===== config.mk =====
export PLATFORM = sky130hd
export DESIGN_NAME = rms_level_monitor
export DESIGN_NICKNAME = d
export VERILOG_FILES = /design/src/rtl/rms_level_monitor.sv
export SDC_FILE = /design/constraint.sdc
export NUM_CORES = 1
export LEC_CHECK = 0
export CORE_MARGIN = 10
export CORE_UTILIZATION = 40
export CTS_BUF_LIST = sky130_fd_sc_hd__clkbuf_16
export DETAILED_ROUTE_END_ITERATION = 8
export PLACE_DENSITY_LB_ADDON = 0.3
export SKIP_CTS_REPAIR_TIMING = 1
export SYNTH_ARGS = -nofsm -noshare
export SYNTH_HDL_FRONTEND = slang
export SYNTH_SLANG_ARGS = --single-unit

===== constraint.sdc =====
create_clock -name wclk -period 11.6 [get_ports wclk]
set_clock_uncertainty 0.15 [all_clocks]
set_input_delay 1.16 -clock wclk [delete_from_list [all_inputs] [get_ports wclk]]
set_output_delay 1.16 -clock wclk [all_outputs]
set_load 0.03 [all_outputs]

===== src/rtl/rms_level_monitor.sv =====
// Turns the RMS detector's running power sum into a log2 level, a decaying peak-hold level,
// and debounced silence/overload alarms, one sample per word-clock cycle.
module rms_level_monitor #(
    parameter logic [47:0] SIL_THRESH = 48'd4096,
    parameter logic [47:0] SIL_EXIT   = 48'd16384,
    parameter logic [47:0] OVL_THRESH = 48'h0400_0000_0000,
    parameter int unsigned SIL_HOLD   = 48000,
    parameter int unsigned OVL_HOLD   = 24000,
    parameter int unsigned DECAY_DIV  = 1024
) (
    input  logic        wclk,
    input  logic        rst_n,
    input  logic [47:0] sum_rms,
    output logic [7:0]  level_log,
    output logic [7:0]  peak_log,
    output logic        silence,
    output logic        overload,
    output logic [1:0]  state
);

    typedef enum logic [1:0] {
        NORMAL   = 2'd0,
        SIL_PEND = 2'd1,
        SILENCE  = 2'd2,
        OVERLOAD = 2'd3
    } state_e;

    localparam logic [23:0] SCNT_LAST = 24'(SIL_HOLD - 32'd2);
    localparam logic [23:0] OCNT_INIT = 24'(OVL_HOLD - 32'd1);
    localparam logic [15:0] DCNT_LAST = 16'(DECAY_DIV - 32'd1);

    logic [47:0] sum_q, sum_d;
    logic [7:0]  level_q, level_d;
    logic [7:0]  peak_q, peak_d;
    logic [7:0]  peak_dec;
    state_e      state_q, state_d;
    logic [23:0] scnt_q, scnt_d;
    logic [23:0] ocnt_q, ocnt_d;
    logic [15:0] dcnt_q, dcnt_d;
    logic        silence_q, overload_q;
    logic [5:0]  msb_idx;
    logic [1:0]  frac;

    // A set sign bit means the upstream delay FIFO is still filling; treat it as zero power.
    assign sum_d = sum_rms[47] ? 48'd0 : sum_rms;

    always_comb begin
        msb_idx = 6'd0;
        for (int i = 0; i < 48; i++) begin
            if (sum_q[i]) begin
                msb_idx = 6'(i);
            end
        end
        frac    = 2'({sum_q, 2'b00} >> msb_idx);
        level_d = (sum_q == 48'd0) ? 8'd0 : {msb_idx, frac};
    end

    always_comb begin
        state_d = state_q;
        scnt_d  = scnt_q;
        ocnt_d  = ocnt_q;
        if (sum_q > OVL_THRESH) begin
            state_d = OVERLOAD;
            ocnt_d  = OCNT_INIT;
        end else begin
            case (state_q)
                NORMAL: begin
                    if (sum_q < SIL_THRESH) begin
                        scnt_d = 24'd0;
                        if (SIL_HOLD == 1) begin
                            state_d = SILENCE;
                        end else begin
                            state_d = SIL_PEND;
                        end
                    end
                end
                SIL_PEND: begin
                    if (sum_q >= SIL_THRESH) begin
                        state_d = NORMAL;
                    end else if (scnt_q == SCNT_LAST) begin
                        state_d = SILENCE;
                    end else begin
                        scnt_d = scnt_q + 24'd1;
                    end
                end
                SILENCE: begin
                    if (sum_q >= SIL_EXIT) begin
                        state_d = NORMAL;
                    end
                end
                OVERLOAD: begin
                    if (ocnt_q == 24'd0) begin
                        state_d = NORMAL;
                    end else begin
                        ocnt_d = ocnt_q - 24'd1;
                    end
                end
                default: state_d = NORMAL;
            endcase
        end
    end

    // Decay never drops the peak below the level being registered this cycle.
    always_comb begin
        peak_d   = peak_q;
        dcnt_d   = dcnt_q + 16'd1;
        peak_dec = peak_q - 8'd1;
        if (level_d > peak_q) begin
            peak_d = level_d;
            dcnt_d = 16'd0;
        end else if (dcnt_q == DCNT_LAST) begin
            dcnt_d = 16'd0;
            if (peak_q != 8'd0) begin
                peak_d = (peak_dec > level_d) ? peak_dec : level_d;
            end
        end
    end

    always_ff @(posedge wclk or negedge rst_n) begin
        if (!rst_n) begin
            sum_q      <= 48'd0;
            level_q    <= 8'd0;
            peak_q     <= 8'd0;
            state_q    <= NORMAL;
            scnt_q     <= 24'd0;
            ocnt_q     <= 24'd0;
            dcnt_q     <= 16'd0;
            silence_q  <= 1'b0;
            overload_q <= 1'b0;
        end else begin
            sum_q      <= sum_d;
            level_q    <= level_d;
            peak_q     <= peak_d;
            state_q    <= state_d;
            scnt_q     <= scnt_d;
            ocnt_q     <= ocnt_d;
            dcnt_q     <= dcnt_d;
            silence_q  <= (state_d == SILENCE);
            overload_q <= (state_d == OVERLOAD);
        end
    end

    assign level_log = level_q;
    assign peak_log  = peak_q;
    assign silence   = silence_q;
    assign overload  = overload_q;
    assign state     = state_q;

endmodule


==> results of run 1 <==
cell families after synthesis:
logic type	Yosys count	share of synthesized area, %
simple gates	376	25.8
compound gates	161	14.9
flops	131	43.3
buf+inv	71	3.90
xor+xnor	55	6.36
fa+ha+maj	22	3.63
mux	16	2.13
per-stage QoR:
| stage | utilization, % | power [µW] | area (µm²) |
|---|---|---|---|
| finish | 48.6 | 1520 | 9050 |
| global route | 48.6 | 1610 | 9050 |
| global placement | 45.4 | 979 | 8460 |
| CTS | 48.6 | 1530 | 9050 |
| detailed placement | 45.4 | 984 | 8460 |
| floorplan | - | 842 | 7570 |
sequential cells by signal, indices dropped and copies added, names as in the netlist:
| signal | flops |
|---|---|
| silence | 1 |
| state | 2 |
| scnt_q | 24 |
| ocnt_q | 24 |
| level_log | 8 |
| dcnt_q | 16 |
| sum_q | 47 |
| overload | 1 |
| peak_log | 8 |
cell type report:
type | count | area, µm²
fill | 1750 | 9590
multi-input combinational | 630 | 4000
sequential | 131 | 3280
timing repair buffer | 76 | 736
clock buffer | 17 | 425
tap | 234 | 293
clock inverter | 15 | 170
inverter | 39 | 146
placed cells by master (no fill, tap or decap), types with 4 or more instances in the layout:
| master | synthesis | final |
|---|---|---|
| a211oi_1 | 4 | 4 |
| a21o_1 | 5 | 5 |
| a21oi_1 | 45 | 45 |
| a31oi_1 | 8 | 8 |
| and2_1 | 5 | 5 |
| and3_1 | 16 | 16 |
| buf_4 | 0 | 8 |
| clkbuf_16 | 0 | 17 |
| clkdlybuf4s50_1 | 0 | 67 |
| clkinv_4 | 0 | 4 |
| dfrtp_1 | 131 | 131 |
| ha_1 | 22 | 22 |
| inv_1 | 35 | 36 |
| inv_6 | 0 | 6 |
| mux2i_1 | 15 | 15 |
| nand2_1 | 58 | 58 |
| nand2b_1 | 5 | 5 |
| nand3_1 | 49 | 49 |
| nand4_1 | 16 | 16 |
| nor2_1 | 90 | 89 |
| nor2b_1 | 52 | 52 |
| nor3_1 | 21 | 21 |
| nor4_1 | 20 | 20 |
| o211ai_1 | 14 | 14 |
| o21ai_0 | 26 | 26 |
| o221ai_1 | 4 | 4 |
| o22ai_1 | 6 | 6 |
| o41ai_1 | 4 | 4 |
| or2_2 | 5 | 5 |
| or3_1 | 15 | 15 |
| or4_1 | 8 | 8 |
| xnor2_1 | 28 | 28 |
| xor2_1 | 27 | 27 |
routing by layer:
metal / global-route usage (%) / part of all wire (%) / vias up
met5: 0 / 0 / -
met2: 26.2 / 47 / 246
li1: - / - / 3115
met1: 20.8 / 44 / 3103
met4: 6.14 / 1.9 / 0
met3: 4.12 / 6.5 / 45
worst max-delay path by stage:
stage	start	end	cells after the start
global route	sum_q[40]	peak_log[2]	23
global placement	sum_q[20]	peak_log[4]	22
detailed placement	sum_q[40]	peak_log[4]	22
floorplan	sum_q[19]	peak_log[0]	22
finish	sum_q[40]	peak_log[2]	23
CTS	sum_q[40]	peak_log[0]	23
worst max-delay path, delay by kind of cell, from the launching register on:
family                     cells  cell delay, ns
AOI/OAI and AO/OA             12            2.80
buffers and inverters          3            0.69
and+or+nand+nor                5            0.59
DFF                            1            0.51
muxes                          2            0.47
adders and majority gates      1            0.23
power groups by stage:
stage	Sequential, µW	Clock, µW	Combinational (µW)
final	527	539	453
after global routing	533	573	503
after CTS	526	552	454
after detailed placement	534	0	450
after global placement	534	0	446
after floorplan	557	0	285
==> results.py, run 1 <==
metrics = {
    "run_status": {
        "run_status": "complete, no violations",
    },
    "synth": {
        "syn_area_um2": 7570,
        "syn_avg_cell_area_um2": 9.10,
        "yosysWarningCount": 0,
        "syn-num-nets": 904,
        "yosysTopAreaCell": "dfrtp_1",
        "synth.most_common_cell": "dfrtp_1",
        "ys_ff_latch": 131,
        "synth_cell_types": 74,
        "synth_edf_count": 0,
        "synthTopCellsByCount": "dfrtp_1 (131), nor2_1 (90), nand2_1 (58), nor2b_1 (52), nand3_1 (49)",
        "syn_inst": 832,
        "yosysSeqAreaShare_pct": 43.3,
        "async_reset_ff_share_pct": 100,
        "synth_area_leaders": "dfrtp_1 (43%), nor2_1 (4.5%), nor2b_1 (4.3%)",
        "synthFlopType": "dfrtp_1",
        "yosys.area.top_type_share_pct": 43.3,
    },
    "clocking": {
        "cts.sinks": 131,
        "clock_latency_ns": 0.42,
        "cts_max_path_buffers": 2,
        "clockRootBuffer": "clkbuf_16",
        "cts_buffers": 17,
        "h-tree-depth": 4,
        "cts_tree": "built",
        "clkTransAtPathRegs_ns": 0.06,
    },
    "global_route": {
        "antenna_found_initial": 0,
        "grt_use_total_pct": 16.3,
        "grt_pass1_vias": 6431,
        "grt_pass1_wl_um": 32700,
        "grt_max_degree": 74,
        "gr-total-overflow": 0,
    },
    "power": {
        "intPower_uw": 996,
        "p_leak_uw": 0.00372,
        "power_density_nw_per_um2": 168,
        "swShare_pct": 34.5,
        "peakVddDrop_v": 0.000110,
        "seq_power_share_pct": 34.7,
        "p_sw_uw": 524,
        "p_comb_share_pct": 29.8,
        "clkPwrFrac_pct": 35.5,
    },
    "final_layout": {
        "area_delta_synth_final_pct": 19.5,
        "final_nets": 967,
        "final_cells": 1142,
        "antenna_cells": 0,
        "drive_above_1_share_pct": 7.16,
    },
    "worst_setup_path": {
        "r2r_slack_ns": 6.06,
        "rr_startpoint": "sum_q[40]",
        "required_ns": 11.81,
        "crit_arrival_ns": 5.75,
        "reg2reg_depth": 23,
        "critPathMaxStageDelay_ns": 0.54,
        "start_kind": "register",
        "setup.worst_path.end_class": "register",
        "reg2reg_to": "peak_log[2]",
        "worstPathMaxFanout": 19,
        "crit_path_cell_trace": "nor3b_1, o311ai_1, and2_1, a21bo_2, o21ai_4, inv_2, mux2i_1, mux2_2, o311ai_2, o211ai_2, inv_1, ha_1, nor2b_1, o21a_1, o21ai_0, nand2b_1, a21oi_1, o21ai_0, a21oi_1, buf_4, nor2_1, a31oi_1, o22a_1",
        "path_class": "register to register",
        "slowest_stage": "o21ai_4",
    },
    "worst_hold_path": {
        "hold_depth": 1,
        "hold_path.class": "register to register",
        "holdPathEnd": "dcnt_q[0]",
        "worstHoldStart": "dcnt_q[0]",
    },
    "detailed_routing": {
        "drt_first_iter_violations": 515,
        "vias": 6509,
        "via_per_inst": 5.70,
        "wl_um": 19900,
        "drc_errors": 0,
        "post_drt_wl_per_cell_um": 17.4,
        "ant_nets": 0,
        "dr.pass1.iters": 5,
    },
    "die": {
        "ios": 70,
        "chipWidth_um": 158,
        "core_area_um2": 18600,
        "fp.dieH_um": 158,
        "rows": 50,
        "dieArea_um2": 24800,
        "initial_utilization_pct": 40.6,
    },
    "sta": {
        "period_needed_ns": 5.54,
        "hold_slack_ns": 0.335,
        "slew_headroom_pct": 25.0,
        "worst_pin_slew_ns": 1.11,
        "setup_viol": 0,
        "finalSetupTns_ns": 0,
        "timing.fmax_ghz": 0.181,
        "rsz0062_at_grt": "false",
        "finalMaxSlewViolations": 0,
        "worst_slack_ns": 6.06,
        "hold_viol_final": 0,
        "fin_crit_sh_pct": 47.8,
    },
    "placement": {
        "hpwl_um": 14300,
        "pre_cts_ws_ns": 6.17,
        "place_congestion": 0.919,
        "place_inst": 1110,
        "io_buffers": 69,
    },
    "job": {
        "drv_cap": 0,
    },
}
(Power assumes the default switching activity.)
==> inputs of run 2 (changes only) <==
==> constraint.sdc (replaced) <==
create_clock -name wclk -period 5.1 [get_ports wclk]
set_clock_uncertainty 0.15 [all_clocks]
set_input_delay 0.51 -clock wclk [delete_from_list [all_inputs] [get_ports wclk]]
set_output_delay 0.51 -clock wclk [all_outputs]
set_load 0.03 [all_outputs]
==> run 2 against run 1 <==
Combinational power rose to 2.5 times the previous value. Final area up 4.6%. Fmax increased by 16%. Global-route usage about the same. Worst setup slack got worse by 5.7 ns. Routed wire length increased by 0.53%. Clock power up 120%. Critical path depth unchanged. Flip-flop and latch count is the same. Via count up 1.3%. Final cell count grew 3.4%. Die area unchanged.
==> results.py, run 2 (synthesized netlist as in run 1, its figures left out) <==
metrics = {
    "clocking": {
        "cts.sinks": 131,
        "clkTransAtPathRegs_ns": 0.06,
        "cts_max_path_buffers": 2,
        "clock_latency_ns": 0.43,
        "h-tree-depth": 4,
        "cts_buffers": 17,
        "cts_tree": "built",
        "clockRootBuffer": "clkbuf_16",
    },
    "power": {
        "power_density_nw_per_um2": 373,
        "power.total_uw": 3530,
        "p_leak_uw": 0.00391,
        "peakVddDrop_v": 0.000261,
    },
    "die": {
        "core_area_um2": 18600,
        "dieArea_um2": 24800,
        "ios": 70,
        "fp.dieH_um": 158,
        "rows": 50,
        "chipWidth_um": 158,
        "initial_utilization_pct": 40.6,
    },
    "sta": {
        "period_needed_ns": 4.76,
        "finalSetupTns_ns": 0,
        "hold_slack_ns": 0.346,
        "rsz0062_at_grt": "false",
        "slew_headroom_pct": 23.1,
        "worst_pin_slew_ns": 1.14,
        "hold_viol_final": 0,
        "setup_viol": 0,
        "fin_crit_sh_pct": 93.4,
        "timing.fmax_ghz": 0.210,
        "finalMaxSlewViolations": 0,
    },
    "final_layout": {
        "largest_reg_flops": 47,
        "mostFrequentLayoutCell": "dfrtp_1",
        "final_util_pct": 50.8,
        "area_delta_synth_final_pct": 25.0,
        "antenna_cells": 0,
        "design_area_um2": 9470,
        "drive_above_1_share_pct": 12.7,
        "final_nets": 1006,
        "top_regs": "sum_q x47, ocnt_q x24, scnt_q x24",
        "top_register": "sum_q",
        "final_cell_mix": "dfrtp_1 (126), nor2_1 (89), clkdlybuf4s50_1 (67)",
    },
    "worst_setup_path": {
        "worstPathMaxFanout": 10,
        "reg2reg_depth": 23,
        "r2r_slack_ns": 0.34,
        "path_class": "register to register",
        "reg2reg_to": "peak_log[5]",
        "start_kind": "register",
        "rr_startpoint": "sum_q[18]",
        "setup.worst_path.end_class": "register",
        "required_ns": 5.26,
        "crit_arrival_ns": 4.92,
    },
    "detailed_routing": {
        "ant_nets": 0,
        "post_drt_wl_per_cell_um": 16.9,
        "vias": 6595,
        "via_per_inst": 5.58,
        "wl_um": 20000,
        "dr.pass1.iters": 6,
        "drt_first_iter_violations": 618,
        "drc_errors": 0,
    },
    "placement": {
        "hpwl_um": 14700,
        "place_area_um2": 8690,
        "io_buffers": 69,
        "place_congestion": 0.958,
    },
    "global_route": {
        "gr-total-overflow": 0,
        "antenna_found_initial": 0,
        "grt_max_degree": 48,
        "grt_pass1_vias": 6485,
        "grt_use_total_pct": 16.3,
        "grt_pass1_wl_um": 32600,
    },
    "worst_hold_path": {
        "holdPathEnd": "dcnt_q[0]",
        "hold_depth": 1,
        "hold_path.class": "register to register",
        "worstHoldStart": "dcnt_q[0]",
    },
    "run_status": {
        "run_status": "complete, no violations",
    },
    "job": {
        "drv_cap": 0,
    },
}
run 2: cell types whose count changed in the layout (fill, tap and decap cells not counted), moves of 2 or more:
cell      previous run  this run
nor4_2               2         4
clkinv_2             0         3
clkinv_4             4         2
nor4_1              20        15
dfrtp_1            131       126
nor4_4               0         3
buf_4                8        42
dfrtp_2              0         5
inv_6                6         3
buf_6                0         2
nand2_1             58        56
clkinv_1             1         4
inv_2                3         1
nand2_2              0         2
run 2: stage by stage:
| step | cells | worst slack (ns) |
|---|---|---|
| finish | 1181 | 0.338 |
| floorplan | 832 | 0.341 |
| detailed placement | 1140 | 0.0639 |
| global route | 1181 | 0.0170 |
| CTS | 1172 | 0.0212 |
| global placement | 1140 | 0.111 |
run 2: critical path, stage by stage, from the launching register on:
cell and delay (ns):
dfrtp_2 0.47, or4_4 0.56, a311oi_4 0.40, o211a_4 0.22, o21ai_4 0.07, clkinv_4 0.13
buf_4 0.15, nand2_1 0.05, and3_1 0.20, o41ai_2 0.33, o211ai_2 0.13, inv_1 0.09
ha_1 0.23, nor2b_1 0.13, o21a_1 0.15, o21ai_0 0.15, nand2b_1 0.08, a21oi_1 0.15
o21ai_1 0.11, a21oi_2 0.19, clkbuf_4 0.23, nor2_1 0.05, a21oi_1 0.12, o22ai_1 0.08
run 2: per-layer routing:
metal / up-vias / GRT usage (%) / part of all wire (%)
li1: 3201 / - / -
met1: 3135 / 21.0 / 45
met2: 221 / 26.5 / 47
met3: 38 / 3.58 / 5.7
met4: 0 / 5.88 / 2.1
met5: - / 0 / 0
run 2: layout make-up:
class | count | area, µm²
flip-flops and latches | 131 | 3280
clock buffers | 17 | 425
multi-input cells | 630 | 4120
inverters | 39 | 154
repair buffers | 115 | 1050
clock inverters | 15 | 140
fillers | 1755 | 9170
well taps | 234 | 293
run 2: worst max path at each step:
stage               startpoint     endpoint  slack (ns)  depth (start not counted)
floorplan            sum_q[19]  peak_log[0]        0.34                         22
global placement     sum_q[16]  peak_log[4]        0.11                         22
detailed placement   sum_q[16]  peak_log[6]        0.06                         22
CTS                  sum_q[16]  peak_log[1]        0.02                         23
global route         sum_q[18]  peak_log[2]        0.02                         23
finish               sum_q[18]  peak_log[5]        0.34                         23
run 2: report_power, final:
part	switching (µW)	total [µW]	leakage, µW	internal [µW]
Combinational	642	1150	0.00198	512
Clock	463	1180	0.000278	713
Sequential	85.9	1200	0.00166	1110
Total	1190	3530	0.00391	2340
==> RTL edit 1, RTL diff (config.mk and constraints of run 2) <==
The parameter `SIL_HOLD` goes from 48000 to 32768.
--- a/src/rtl/rms_level_monitor.sv
+++ b/src/rtl/rms_level_monitor.sv
@@ -6,3 +6,3 @@
     parameter logic [47:0] OVL_THRESH = 48'h0400_0000_0000,
-    parameter int unsigned SIL_HOLD   = 48000,
+    parameter int unsigned SIL_HOLD   = 32768,
     parameter int unsigned OVL_HOLD   = 24000,
Check against the original RTL: same outputs for any inputs over 10 cycles, from zero or initial values and one cycle with rst_n low; that may be too few to reach the edited logic, so the function may still have changed.
==> RTL edit 1 against run 2 <==
The run now ends with negative setup slack left. Sequential cell count stayed put. Core utilization increased by 3.4 points. Routed wire length is 0.28% higher. Total power is 7.1% higher. Cell area rose by 3.5%. Worst hold slack better by 0.024 ns. Area after synthesis decreased by 2.0%. Combinational power up 25%. Maximum frequency shrank 6.8%. Count of clock-buffer cells in the layout unchanged. Worst setup slack worse by 0.35 ns.
==> RTL edit 1: results (changes against run 2) <==
first_global_vias: 6504  # was 6485
status: "finished with violations"  # was finished clean
placed_area_mm2: 0.00892  # was 0.00869 mm^2
setup_ws_ns: -0.0107  # was 0.338 ns
final_nets: 1027  # was 1006
tightest_slew_ns: 0.778  # was 1.14 ns
syn_avg_cell_area_um2: 9.23  # was 9.10 um^2
yosysUniqueCellTypes: 71  # was 74
leakage_uw: 0.00421  # was 0.00391 uW
drtIter0Drc: 536  # was 618
fillCellCount: 1606  # was 1755
violations: "negative setup slack"
synth_nets: 876  # was 904
peakVddDrop_mv: 0.241  # was 0.261 mV
dp_cells: 1157  # was 1140
wl_per_cell_um: 16.7  # was 16.9 um
synth_commonest_cells: "131 x dfrtp_1, 104 x nor2_1, 61 x nand2_1, 53 x nor2b_1, 36 x a21oi_1"  # was 131 x dfrtp_1, 90 x nor2_1, 58 x nand2_1, 52 x nor2b_1, 49 x nand3_1
setup_tns_ns: -0.0211  # was 0 ns
vias: 6558  # was 6595
track_usage: 0.166  # was 0.163
synthTopCellsByArea: "dfrtp_1 44%, nor2_1 5.3%, nor2b_1 4.5%, xor2_1 3.8%, ha_1 3.7%"  # was dfrtp_1 43%, nor2_1 4.5%, nor2b_1 4.3%, ha_1 3.6%, nand3_1 3.2%
seq_area_frac_synth: 0.442  # was 0.433
grt_max_degree: 66  # was 48
setup_viol: 2  # was 0
grt_pass1_wl_mm: 32.9  # was 32.6 mm
drive_gt1_frac: 0.179  # was 0.127
slowest_delay_ns: 0.52  # was 0.56 ns
## RTL edit 1: changes by cell type after synthesis, moves of 5 or more
cell	change
nor3_1	+5
a21oi_1	-9
xor2_1	+5
mux2_2	+5
buf_2	-9
nand3_1	-19
o211ai_1	-9
nor2_1	+14
## RTL edit 1: worst max-delay path by stage
stage                     startpoint     endpoint  slack (ns)  cells past startpoint
final                      sum_q[16]  peak_log[0]       -0.01                     20
after floorplan            sum_q[22]  peak_log[7]      0.0005                     23
after detailed placement   sum_q[22]  peak_log[0]       0.005                     22
after CTS                  sum_q[22]  peak_log[0]      -0.002                     22
after global routing       sum_q[16]  peak_log[0]       -0.22                     20
after global placement     sum_q[30]  peak_log[6]        0.07                     23
## RTL edit 1: critical path: cells and delay by family, from the launching register on
kind,cells,cell delay [ns]
simple gates,8,1.96
buf+inv,1,0.08
compound gates,9,2.08
flops,1,0.38
fa+ha+maj,1,0.19
mux,1,0.15
## RTL edit 1: stage by stage
step | hold slack (ns) | worst slack [ns] | utilization
2_1_floorplan | 0.0644 | 0.000516 | -
3_5_place_dp | 0.277 | 0.00488 | 0.493
6_report | 0.370 | -0.0107 | 0.542
5_1_grt | 0.387 | -0.222 | 0.542
4_1_cts | -0.181 | -0.00250 | 0.525
3_3_place_gp | 0.282 | 0.0683 | 0.493
## RTL edit 1: final cells by class
cell class                      count  share of cell area
Tap cell                          229              0.0292
Clock buffer                       17              0.0434
Multi-Input combinational cell    613               0.421
Inverter                           37              0.0149
Clock inverter                     15              0.0147
Timing Repair Buffer              155               0.142
Sequential cell                   131               0.335
## RTL edit 1: power by group
| part | internal [uW] | switching (uW) |
|---|---|---|
| clock network | 644 | 513 |
| registers | 1110 | 75.9 |
| logic | 656 | 782 |
| total | 2410 | 1370 |
## RTL edit 1: logic make-up after synthesis
| kind of cell | Yosys count | share of synthesized area |
|---|---|---|
| AO/OA/AOI/OAI | 143 | 0.138 |
| XOR/XNOR | 57 | 0.0673 |
| adder cells (fa/ha/maj) | 22 | 0.0371 |
| buffers and inverters | 60 | 0.0335 |
| flip-flops | 131 | 0.442 |
| multiplexers | 20 | 0.0280 |
| AND/OR/NAND/NOR | 371 | 0.255 |
## RTL edit 1: per-layer routing
metal,up-vias,routed length [um],track usage
met1,3149,9150,0.217
met3,35,1210,0.0428
met2,198,9200,0.257
met4,0,449,0.0688
met5,-,0,0
li1,3176,-,-
==> RTL edit 2, RTL diff (config.mk and constraints of run 2) <==
Made on the original files. Add an input register stage for `sum_rms`, without a reset; this delays it by one clock.
--- a/src/rtl/rms_level_monitor.sv
+++ b/src/rtl/rms_level_monitor.sv
@@ -31,2 +31,8 @@
 
+    logic [47:0] sum_rms_q;
+
+    always_ff @(posedge wclk) begin
+        sum_rms_q <= sum_rms;
+    end
+
     logic [47:0] sum_q, sum_d;
@@ -44,3 +50,3 @@
     // A set sign bit means the upstream delay FIFO is still filling; treat it as zero power.
-    assign sum_d = sum_rms[47] ? 48'd0 : sum_rms;
+    assign sum_d = sum_rms_q[47] ? 48'd0 : sum_rms_q;
 
Behaviour: not the same (Yosys sat finds a counterexample within 4 cycles, from zero or initial values and one cycle with rst_n low).
==> RTL edit 2 against run 2 <==
Sequential cell count grew 48. First-iteration DRC count is 36% lower. Worst hold slack got worse by 0.060 ns. Final cell count increased by 9.2%. Synthesized cell count rose by 1.2%. Via count increased by 1.7%. Area after synthesis up 11%. Count of clock-buffer cells in the layout increased by 1. Total power rose by 17%. Cell area is 15% higher. Worst setup slack got worse by 0.27 ns. Routed wire length grew 4.7%. Clock power rose by 15%.
==> RTL edit 2: results (changes against run 2) <==
finalNonFillerCells: 1290  # was 1181
rr_endpoint: "peak_log[0]"  # was peak_log[5]
routed_wl_mm: 20.9  # was 20.0 mm
place.gp.congestion: 0.965  # was 0.958
final_nets: 1074  # was 1006
min_to: "sum_q[27]"  # was dcnt_q[0]
track_usage: 0.156  # was 0.163
hold_ws_ns: 0.286  # was 0.346 ns
synthMuxAreaShare: 0.0344  # was 0.0213
worstPathArrival_ns: 5.19  # was 4.92 ns
synth_commonest_cells: "131 x dfrtp_1, 93 x nor2_1, 58 x nand2_1, 58 x nor2b_1, 48 x dfxtp_1"  # was 131 x dfrtp_1, 90 x nor2_1, 58 x nand2_1, 52 x nor2b_1, 49 x nand3_1
synthTopCellsByArea: "dfrtp_1 39%, dfxtp_1 11%, nor2b_1 4.3%, nor2_1 4.1%, ha_1 3.3%"  # was dfrtp_1 43%, nor2_1 4.5%, nor2b_1 4.3%, ha_1 3.6%, nand3_1 3.2%
min_delay_path_depth: 1  # unchanged
peakVddDrop_mv: 0.208  # was 0.261 mV
worstHoldStart: "sum_rms_q[27]"  # was dcnt_q[0]
cts_buffer_depth: 2  # unchanged
reg.largest.list: "sum_rms_q: 48 flops, sum_q: 47 flops"  # was sum_q: 47 flops, ocnt_q: 24 flops, scnt_q: 24 flops
synth_nets: 914  # was 904
placed_area_mm2: 0.0100  # was 0.00869 mm^2
reg2reg_depth: 22  # was 23
vias_per_cell: 5.20  # was 5.58
dr.pass1.iters: 5  # was 6
async_reset_ff_frac: 0.732  # was 1.00
synth-compound-area-share: 0.114  # was 0.149
worstReg2RegStart: "sum_q[18]"  # unchanged
drtIter0Drc: 394  # was 618
path_max_fanout: 6  # was 10
tightest_slew_ns: 0.793  # was 1.14 ns
antenna_found_initial: 0  # unchanged
setup_tns_ns: 0  # unchanged
htreeDepth: 4  # unchanged
synth_fa_ha_area_frac: 0.0327  # was 0.0363
hpwl_mm: 15.4  # was 14.7 mm
leakage_uw: 0.00466  # was 0.00391 uW
cts_root_buffer: "clkbuf_16"  # unchanged
dp_cells: 1248  # was 1140
hold_path_class: "flip-flop to flip-flop"  # unchanged
pre_cts_slack_ns: -0.129  # was 0.0639 ns
synthXorXnorAreaFrac: 0.0582  # was 0.0636
yosysUniqueCellTypes: 75  # was 74
route.top_layer_used: "met4"  # unchanged
p_int_uw: 2810  # was 2340 uW
fillCellCount: 1877  # was 1755
grt_max_degree: 52  # was 48
wl_met1_mm: 9.40  # was 9.03 mm
seq_area_frac_synth: 0.503  # was 0.433
port_buffers: 69  # unchanged
syn_avg_cell_area_um2: 10.0  # was 9.10 um^2
setup_ws_ns: 0.0688  # was 0.338 ns
wl_met2_mm: 9.72  # was 9.37 mm
drive_gt1_frac: 0.186  # was 0.127
final_area_mm2: 0.0109  # was 0.00947 mm^2
grt_pass1_wl_mm: 34.0  # was 32.6 mm
cts_buffers: 17  # unchanged
dr_wl_met3_mm: 1.25  # was 1.14 mm
status: "finished clean"  # unchanged
==> RTL edit 2: worst max path at each step <==
stage / endpoint / cells after the start
final: peak_log[0] / 22
after global routing: peak_log[0] / 21
after CTS: peak_log[0] / 20
after detailed placement: peak_log[0] / 20
after global placement: peak_log[0] / 20
after floorplan: peak_log[4] / 23
==> RTL edit 2: worst max-delay path: stages, from the launching register on <==
cell      delay, ns
dfrtp_1        0.40
or4_4          0.55
buf_4          0.17
or4_1          0.53
o211a_1        0.19
inv_4          0.08
buf_6          0.12
or3_1          0.10
inv_1          0.05
a211o_1        0.26
or4_4          0.44
inv_2          0.08
ha_1           0.23
nor2b_1        0.13
o21a_1         0.16
o21a_1         0.16
o21bai_1       0.14
a21oi_2        0.12
a31o_2         0.26
o41ai_4        0.08
nand2b_4       0.21
nor2_1         0.04
a221o_1        0.27
==> RTL edit 2: final cells by class <==
type                            instances  share of cell area
Clock inverter                         14              0.0155
Tap cell                              275              0.0315
Sequential cell                       179               0.389
Clock buffer                           18              0.0413
Multi-Input combinational cell        608               0.381
Timing Repair Buffer                  166               0.131
Inverter                               30              0.0112
==> RTL edit 2: power by group through the flow <==
stage / clock network (uW) / logic [uW] / registers (uW)
2_1_floorplan: 0 / 621 / 1660
3_3_place_gp: 0 / 1110 / 1600
3_5_place_dp: 0 / 1130 / 1610
4_1_cts: 1400 / 1140 / 1580
5_1_grt: 1450 / 1310 / 1590
6_report: 1360 / 1190 / 1580
==> RTL edit 2: per-layer routing <==
metal	vias to the layer above	GRT usage
li1	3300	-
met1	3172	0.201
met2	194	0.251
met3	40	0.0307
met4	0	0.0624
met5	-	0
